<file path="src/rtl/inst_mem_loader.sv">
// -----------------------------------------------------------------------------
// inst_mem_loader
//
// Instruction memory with a streaming program loader and a single-cycle-latency
// fetch port. A program image arrives as a stream of beats after prog_start_i;
// the fetch port returns the stored instruction one cycle after a request,
// flagging misaligned or out-of-range addresses. Words at or beyond the current
// program length read back as 0 (NOP).
//
// Ports
//   clk             sole clock, rising edge
//   rst             synchronous, active-high reset
//   fetch_req_i     fetch request (ignored while busy_o=1)
//   fetch_addr_i    byte address; word index = fetch_addr_i >> 1
//   fetch_valid_o   result valid, one cycle after an accepted request
//   fetch_data_o    fetched instruction (0 on fault or beyond prog_len_o)
//   fetch_fault_o   misaligned or out-of-range fetch
//   prog_start_i    begin a program load (only honoured when idle)
//   prog_valid_i    load beat valid
//   prog_data_i     load beat instruction
//   prog_last_i     final beat marker
//   prog_ready_o    loader accepts a beat
//   prog_len_o      number of words currently loaded
//   prog_overflow_o sticky: image exceeded DEPTH words
//   busy_o          load in progress
// -----------------------------------------------------------------------------
module inst_mem_loader #(
  parameter int INST_WIDTH = 16,
  parameter int ADDR_WIDTH = 16,
  parameter int DEPTH      = 64,
  localparam int AW        = $clog2(DEPTH),
  localparam int LEN_W     = AW + 1
) (
  input  logic                  clk,
  input  logic                  rst,
  input  logic                  fetch_req_i,
  input  logic [ADDR_WIDTH-1:0] fetch_addr_i,
  output logic                  fetch_valid_o,
  output logic [INST_WIDTH-1:0] fetch_data_o,
  output logic                  fetch_fault_o,
  input  logic                  prog_start_i,
  input  logic                  prog_valid_i,
  input  logic [INST_WIDTH-1:0] prog_data_i,
  input  logic                  prog_last_i,
  output logic                  prog_ready_o,
  output logic [LEN_W-1:0]      prog_len_o,
  output logic                  prog_overflow_o,
  output logic                  busy_o
);

  typedef enum logic {IDLE, LOAD} state_e;

  state_e          state_q, state_d;
  logic [AW-1:0]   ptr_q, ptr_d;
  logic [LEN_W-1:0] len_q, len_d;
  logic            ovf_q, ovf_d;
  logic            busy_q, busy_d;
  logic            ready_q, ready_d;
  logic            mem_we;

  logic [INST_WIDTH-1:0] mem [DEPTH];

  // ---------------------------------------------------------------------------
  // Loader FSM: next-state logic
  // ---------------------------------------------------------------------------
  // NOTE: every signal driven here gets a default first so no latch is inferred.
  always_comb begin
    state_d = state_q;
    ptr_d   = ptr_q;
    len_d   = len_q;
    ovf_d   = ovf_q;
    busy_d  = busy_q;
    ready_d = ready_q;
    mem_we  = 1'b0;
    unique case (state_q)
      IDLE: begin
        // prog_valid_i is deliberately not looked at here: beats outside a load
        // must never reach the array.
        if (prog_start_i) begin
          state_d = LOAD;
          ptr_d   = '0;
          len_d   = '0;
          ovf_d   = 1'b0;
          busy_d  = 1'b1;
          ready_d = 1'b1;
        end
      end
      LOAD: begin
        // prog_start_i is ignored here, so a stray pulse cannot rewind ptr.
        if (prog_valid_i && ready_q) begin
          mem_we = 1'b1;
          ptr_d  = ptr_q + AW'(1);
          len_d  = len_q + LEN_W'(1);
          if (prog_last_i || ptr_q == AW'(DEPTH - 1)) begin
            state_d = IDLE;
            busy_d  = 1'b0;
            ready_d = 1'b0;
            // Filling the last slot without seeing the end marker means the
            // image did not fit.
            if (!prog_last_i) ovf_d = 1'b1;
          end
        end
      end
      default: state_d = IDLE;
    endcase
  end

  // NOTE: sequential state uses non-blocking assignments only.
  always_ff @(posedge clk) begin
    if (rst) begin
      state_q <= IDLE;
      ptr_q   <= '0;
      len_q   <= '0;
      ovf_q   <= 1'b0;
      busy_q  <= 1'b0;
      ready_q <= 1'b0;
    end else begin
      state_q <= state_d;
      ptr_q   <= ptr_d;
      len_q   <= len_d;
      ovf_q   <= ovf_d;
      busy_q  <= busy_d;
      ready_q <= ready_d;
    end
  end

  // NOTE: the array has no reset; stale contents stay unreachable because
  // prog_len drops to 0 and reads beyond it return NOP.
  always_ff @(posedge clk) begin
    if (mem_we && !rst) mem[ptr_q] <= prog_data_i;
  end

  // ---------------------------------------------------------------------------
  // Fetch port
  // ---------------------------------------------------------------------------
  logic [ADDR_WIDTH-2:0] word_idx;
  logic [AW-1:0]         mem_idx;
  logic                  fetch_take;
  logic                  out_of_range;
  logic                  fault;
  logic                  beyond_len;

  assign word_idx     = fetch_addr_i[ADDR_WIDTH-1:1];
  // Upper index bits only feed the range check, so large addresses fault
  // instead of aliasing onto low words.
  assign mem_idx      = word_idx[AW-1:0];
  assign out_of_range = {1'b0, word_idx} >= ADDR_WIDTH'(DEPTH);
  assign fault        = fetch_addr_i[0] | out_of_range;
  assign beyond_len   = {1'b0, mem_idx} >= len_q;
  assign fetch_take   = fetch_req_i & ~busy_q;

  logic                  fetch_valid_q;
  logic                  fetch_fault_q;
  logic [INST_WIDTH-1:0] fetch_data_q;

  always_ff @(posedge clk) begin
    if (rst) begin
      fetch_valid_q <= 1'b0;
      fetch_fault_q <= 1'b0;
      fetch_data_q  <= '0;
    end else begin
      fetch_valid_q <= fetch_take;
      fetch_fault_q <= fetch_take & fault;
      fetch_data_q  <= (fetch_take && !fault && !beyond_len) ? mem[mem_idx] : '0;
    end
  end

  assign fetch_valid_o   = fetch_valid_q;
  assign fetch_fault_o   = fetch_fault_q;
  assign fetch_data_o    = fetch_data_q;
  assign prog_ready_o    = ready_q;
  assign busy_o          = busy_q;
  assign prog_len_o      = len_q;
  assign prog_overflow_o = ovf_q;

endmodule
</file>
<file path="config.mk">
export PLATFORM = sky130hd
export DESIGN_NAME = inst_mem_loader
export DESIGN_NICKNAME = d
export VERILOG_FILES = /design/src/rtl/inst_mem_loader.sv
export SDC_FILE = /design/constraint.sdc
export NUM_CORES = 1
export LEC_CHECK = 0
export CORE_MARGIN = 4
export CORE_UTILIZATION = 50
export CTS_CLUSTER_DIAMETER = 30
export DETAILED_ROUTE_END_ITERATION = 8
export GPL_ROUTABILITY_DRIVEN = 0
export PLACE_DENSITY = 0.69
export SLEW_MARGIN = 10
export SYNTH_ARGS = -nofsm -noshare
export SYNTH_HDL_FRONTEND = slang
export SYNTH_SLANG_ARGS = --single-unit
</file>
<file path="constraint.sdc">
create_clock -name clk -period 3.14 [get_ports clk]
set_input_delay 0.314 -clock clk [delete_from_list [all_inputs] [get_ports clk]]
set_output_delay 0.314 -clock clk [all_outputs]
set_load 0.03 [all_outputs]
</file>
==> summary.txt <==
Drt
  • Drt pass-1 iters: 6
  • ANT nets after route: 0
  • DRT iter0 DRCs: ~2800
  • Routed WL per cell: slightly below 30 um
  • DRC: 0
  • Final wirelength: 107000 um
  • Via count: between 20000 and 25000
  • Vias/cell: between 6 and 7

GRT
  • GRT Util Overall: 24.7%
  • Vias in the first global route: 22100
  • Total grt overflow: 0
  • Initial antenna violation count: 5
  • Largest net degree at the start of global routing: 65
  • Global-route wire length before repair: roughly 150000 um

Power and ir drop
  • Worst VDD drop: between 500 and 600 uV
  • Pleak: between 15 and 20 nW
  • Power Dens Cells: 727 mW/mm2

Run
  • Max Cap Viol: 0

STA
  • Least-Margin Pin Slew: ~1100 ps
  • RSZ-0062 raised after global routing: no
  • Tcrit/Tclk final: 79.7%
  • Worst rel slew slack: approximately 26%
  • Worst Skew: 31.6 ps
  • Setup_tns: 0 ps
  • Final min period: 2500 ps
  • Final hold viol count: 0
  • Top achievable clock speed: about 400 MHz
  • Max Slew Vio Count: 0
  • Final setup viols: 0

Floorplanning
  • Die Span X: 295 um
  • FP Rows: about 100
  • Number of I/O pins: 66
  • Die Ht: 295 um
  • Die area: 0.0870 mm2
  • Core ar.: 0.0811 mm2
  • Starting Density: about half

Setup path
  • CP Capture Type: output pin
  • Reg2reg path depth: 5
  • Worst path buffer plus inverter count: 1
  • Worst r2r src: prog_ready_o
  • CP startpoint: prog_len_o[0]
  • Worst reg2reg setup slack: just over 700 ps
  • Reg2reg end: mem[54][7]
  • Slowest cell on crit path: clkdlybuf4s50_1
  • Crit. path cell count: 1
  • Largest fanout on the critical path: 6
  • Worst EP required: 2830 ps
  • CP top delay family: buffers and inverters
  • Max stage delay on crit path: 1000 ps
  • Critical-path cell list: clkdlybuf4s50_1
  • WP data arrival: 2190 ps
  • Startpoint Class: register
  • Crit path to: prog_len_o[0]
  • Critical path type: reg2out

Clocking
  • CTS tree: done
  • Clock transition at path regs: 50 ps
  • PostCTS Resize Cnt: 0
  • CTS Sinks: 1058
  • Root Driver: clkbuf_16
  • # Post-CTS Setup Buffers: 0
  • Worst skew pair latency: 740 ps
  • Num CTS Buffers: 177
  • CTS max path bufs: 3
  • Hold_buf cts: 1
  • # H-tree levels: 4

Synthesis
  • Synthesized area: 0.0412 mm2
  • Ys async rst share: 0%
  • Top_reg_cell synth: edfxtp_1
  • Post-synthesis register bit count: 1058
  • EDFF count, synth: 1024
  • Synth Instances: around 2100
  • Syn Nets: 2168
  • YS warnings: 0
  • Sequential share of the synthesized area: 76.4%
  • Library cells used by synthesis: 51
  • Post-synthesis area per instance: between 15 and 20 um2

Cells and area
  • Register area: 0.0314 mm2
  • Final nets: 2426
  • Area grow syn2layout: 20.9%
  • ANT cells: 0
  • Layout cells sized above 1: 22.5%
  • Area of the multi-input gates: 0.00885 mm2
  • FILL cells: 5534
  • Final core occ: 61.4%
  • Final instance area: roughly 0.05 mm2

Status
  • Status: finished, final reports clean

Worst hold path
  • Hold path start: prog_data_i[9]
  • Worst Hold Class: in2reg

Place
  • Detailed placer's ending HPWL: 65700 um
  • Port buffer count: 65
  • Post-DP Area: 0.0436 mm2
-- registers in the layout (all words and copies together) (netlist names), 6 cells and up --
register	flops
fetch_data_o	16
mem	1024
prog_len_o	7
ptr_q	6
-- cells in the mapped netlist (4+ instances only) --
library cell	n	area, um2
edfxtp_1	1024	30700
and4b_1	20	200
nand3_1	41	205
ha_1	8	100
clkbuf_2	6	30.0
mux4_2	96	2160
buf_1	9	33.8
buf_12	5	100
o21ai_1	7	35.0
nand4_1	34	213
a21oi_1	13	65.1
nor2b_1	5	31.3
mux2i_1	320	3200
dfxtp_1	34	681
nand2_1	16	60.1
a22oi_1	192	1440
buf_6	22	248
o21ai_0	13	65.1
buf_4	31	233
buf_2	29	145
nand2b_1	4	25.0
inv_1	7	26.3
clkbuf_1	22	82.6
nor2_1	84	315
o211ai_1	33	248
-- where the power goes --
group	leakage (nW)	total, mW	internal (mW)	switching [mW]
logic	4.50	1.31	0.428	0.882
clock network	2.93	19.4	12.3	7.01
registers	9.47	15.5	15.5	0.00600
-- through the flow --
step / worst slack [ps] / std cells / power (mW) / hold WS [ps]
6_report: 638 / 3593 / 36.2 / 146
5_1_grt: 518 / 3593 / 37.2 / 137
4_1_cts: 642 / 3593 / 36.4 / 98.9
3_5_place_dp: 173 / 3260 / 17.1 / 474
3_3_place_gp: 154 / 3260 / 17.0 / 459
2_1_floorplan: 102 / 2122 / 16.5 / 413
-- cell type report --
| cell class | instances | share of cell area [%] |
|---|---|---|
| clock buffers | 195 | 9.04 |
| clock inverters | 137 | 3.23 |
| inverters | 7 | 0.0528 |
| multi-input cells | 930 | 17.8 |
| flip-flops and latches | 1058 | 63.2 |
| well taps | 1060 | 2.67 |
| repair buffers | 206 | 4.07 |
-- layout by cell type, fill, tap and decap left out, types with 8 or more instances in the layout --
cell type and instances:
a21oi_1 13, a22oi_1 192, and4b_1 20, buf_12 31, buf_2 17, buf_4 109, bufinv_16 22, clkbuf_1 18
clkbuf_16 177, clkdlybuf4s50_1 45, clkinv_1 17, clkinv_2 23, clkinv_4 17, clkinvlp_4 20, dfxtp_1 34, edfxtp_1 1024
ha_1 8, inv_6 24, mux2i_1 320, mux4_2 96, nand2_1 16, nand3_1 41, nand4_1 34, nor2_1 83
o211ai_1 33, o21ai_0 13
-- how the worst min path moves through the flow --
| stage | end | slack [ps] | cells past startpoint |
|---|---|---|---|
| 6_report | mem[13][9] | 150 | 1 |
| 5_1_grt | mem[48][1] | 140 | 1 |
| 4_1_cts | mem[11][9] | 100 | 1 |
| 3_5_place_dp | prog_overflow_o | 470 | 1 |
| 3_3_place_gp | prog_overflow_o | 460 | 1 |
| 2_1_floorplan | mem[0][0] | 410 | 0 |
-- cell families after synthesis --
logic type | count (synthesis) | synth area share [%]
AOI/OAI and AO/OA | 264 | 4.62
buffers and inverters | 134 | 2.29
xor gates and xnor gates | 3 | 0.0638
DFF | 1058 | 76.4
and+or+nand+nor | 239 | 3.39
adders and majority gates | 8 | 0.243
muxes | 416 | 13.0
-- metal layers --
metal / vias up / wire [um] / global-route usage (%)
met5: - / 0 / 0
met4: 0 / 3670 / 8.90
met3: 215 / 12100 / 6.99
met2: 1363 / 50000 / 38.3
met1: 11300 / 41100 / 34.1
li1: 9327 / - / -
(Power assumes the default switching activity.)
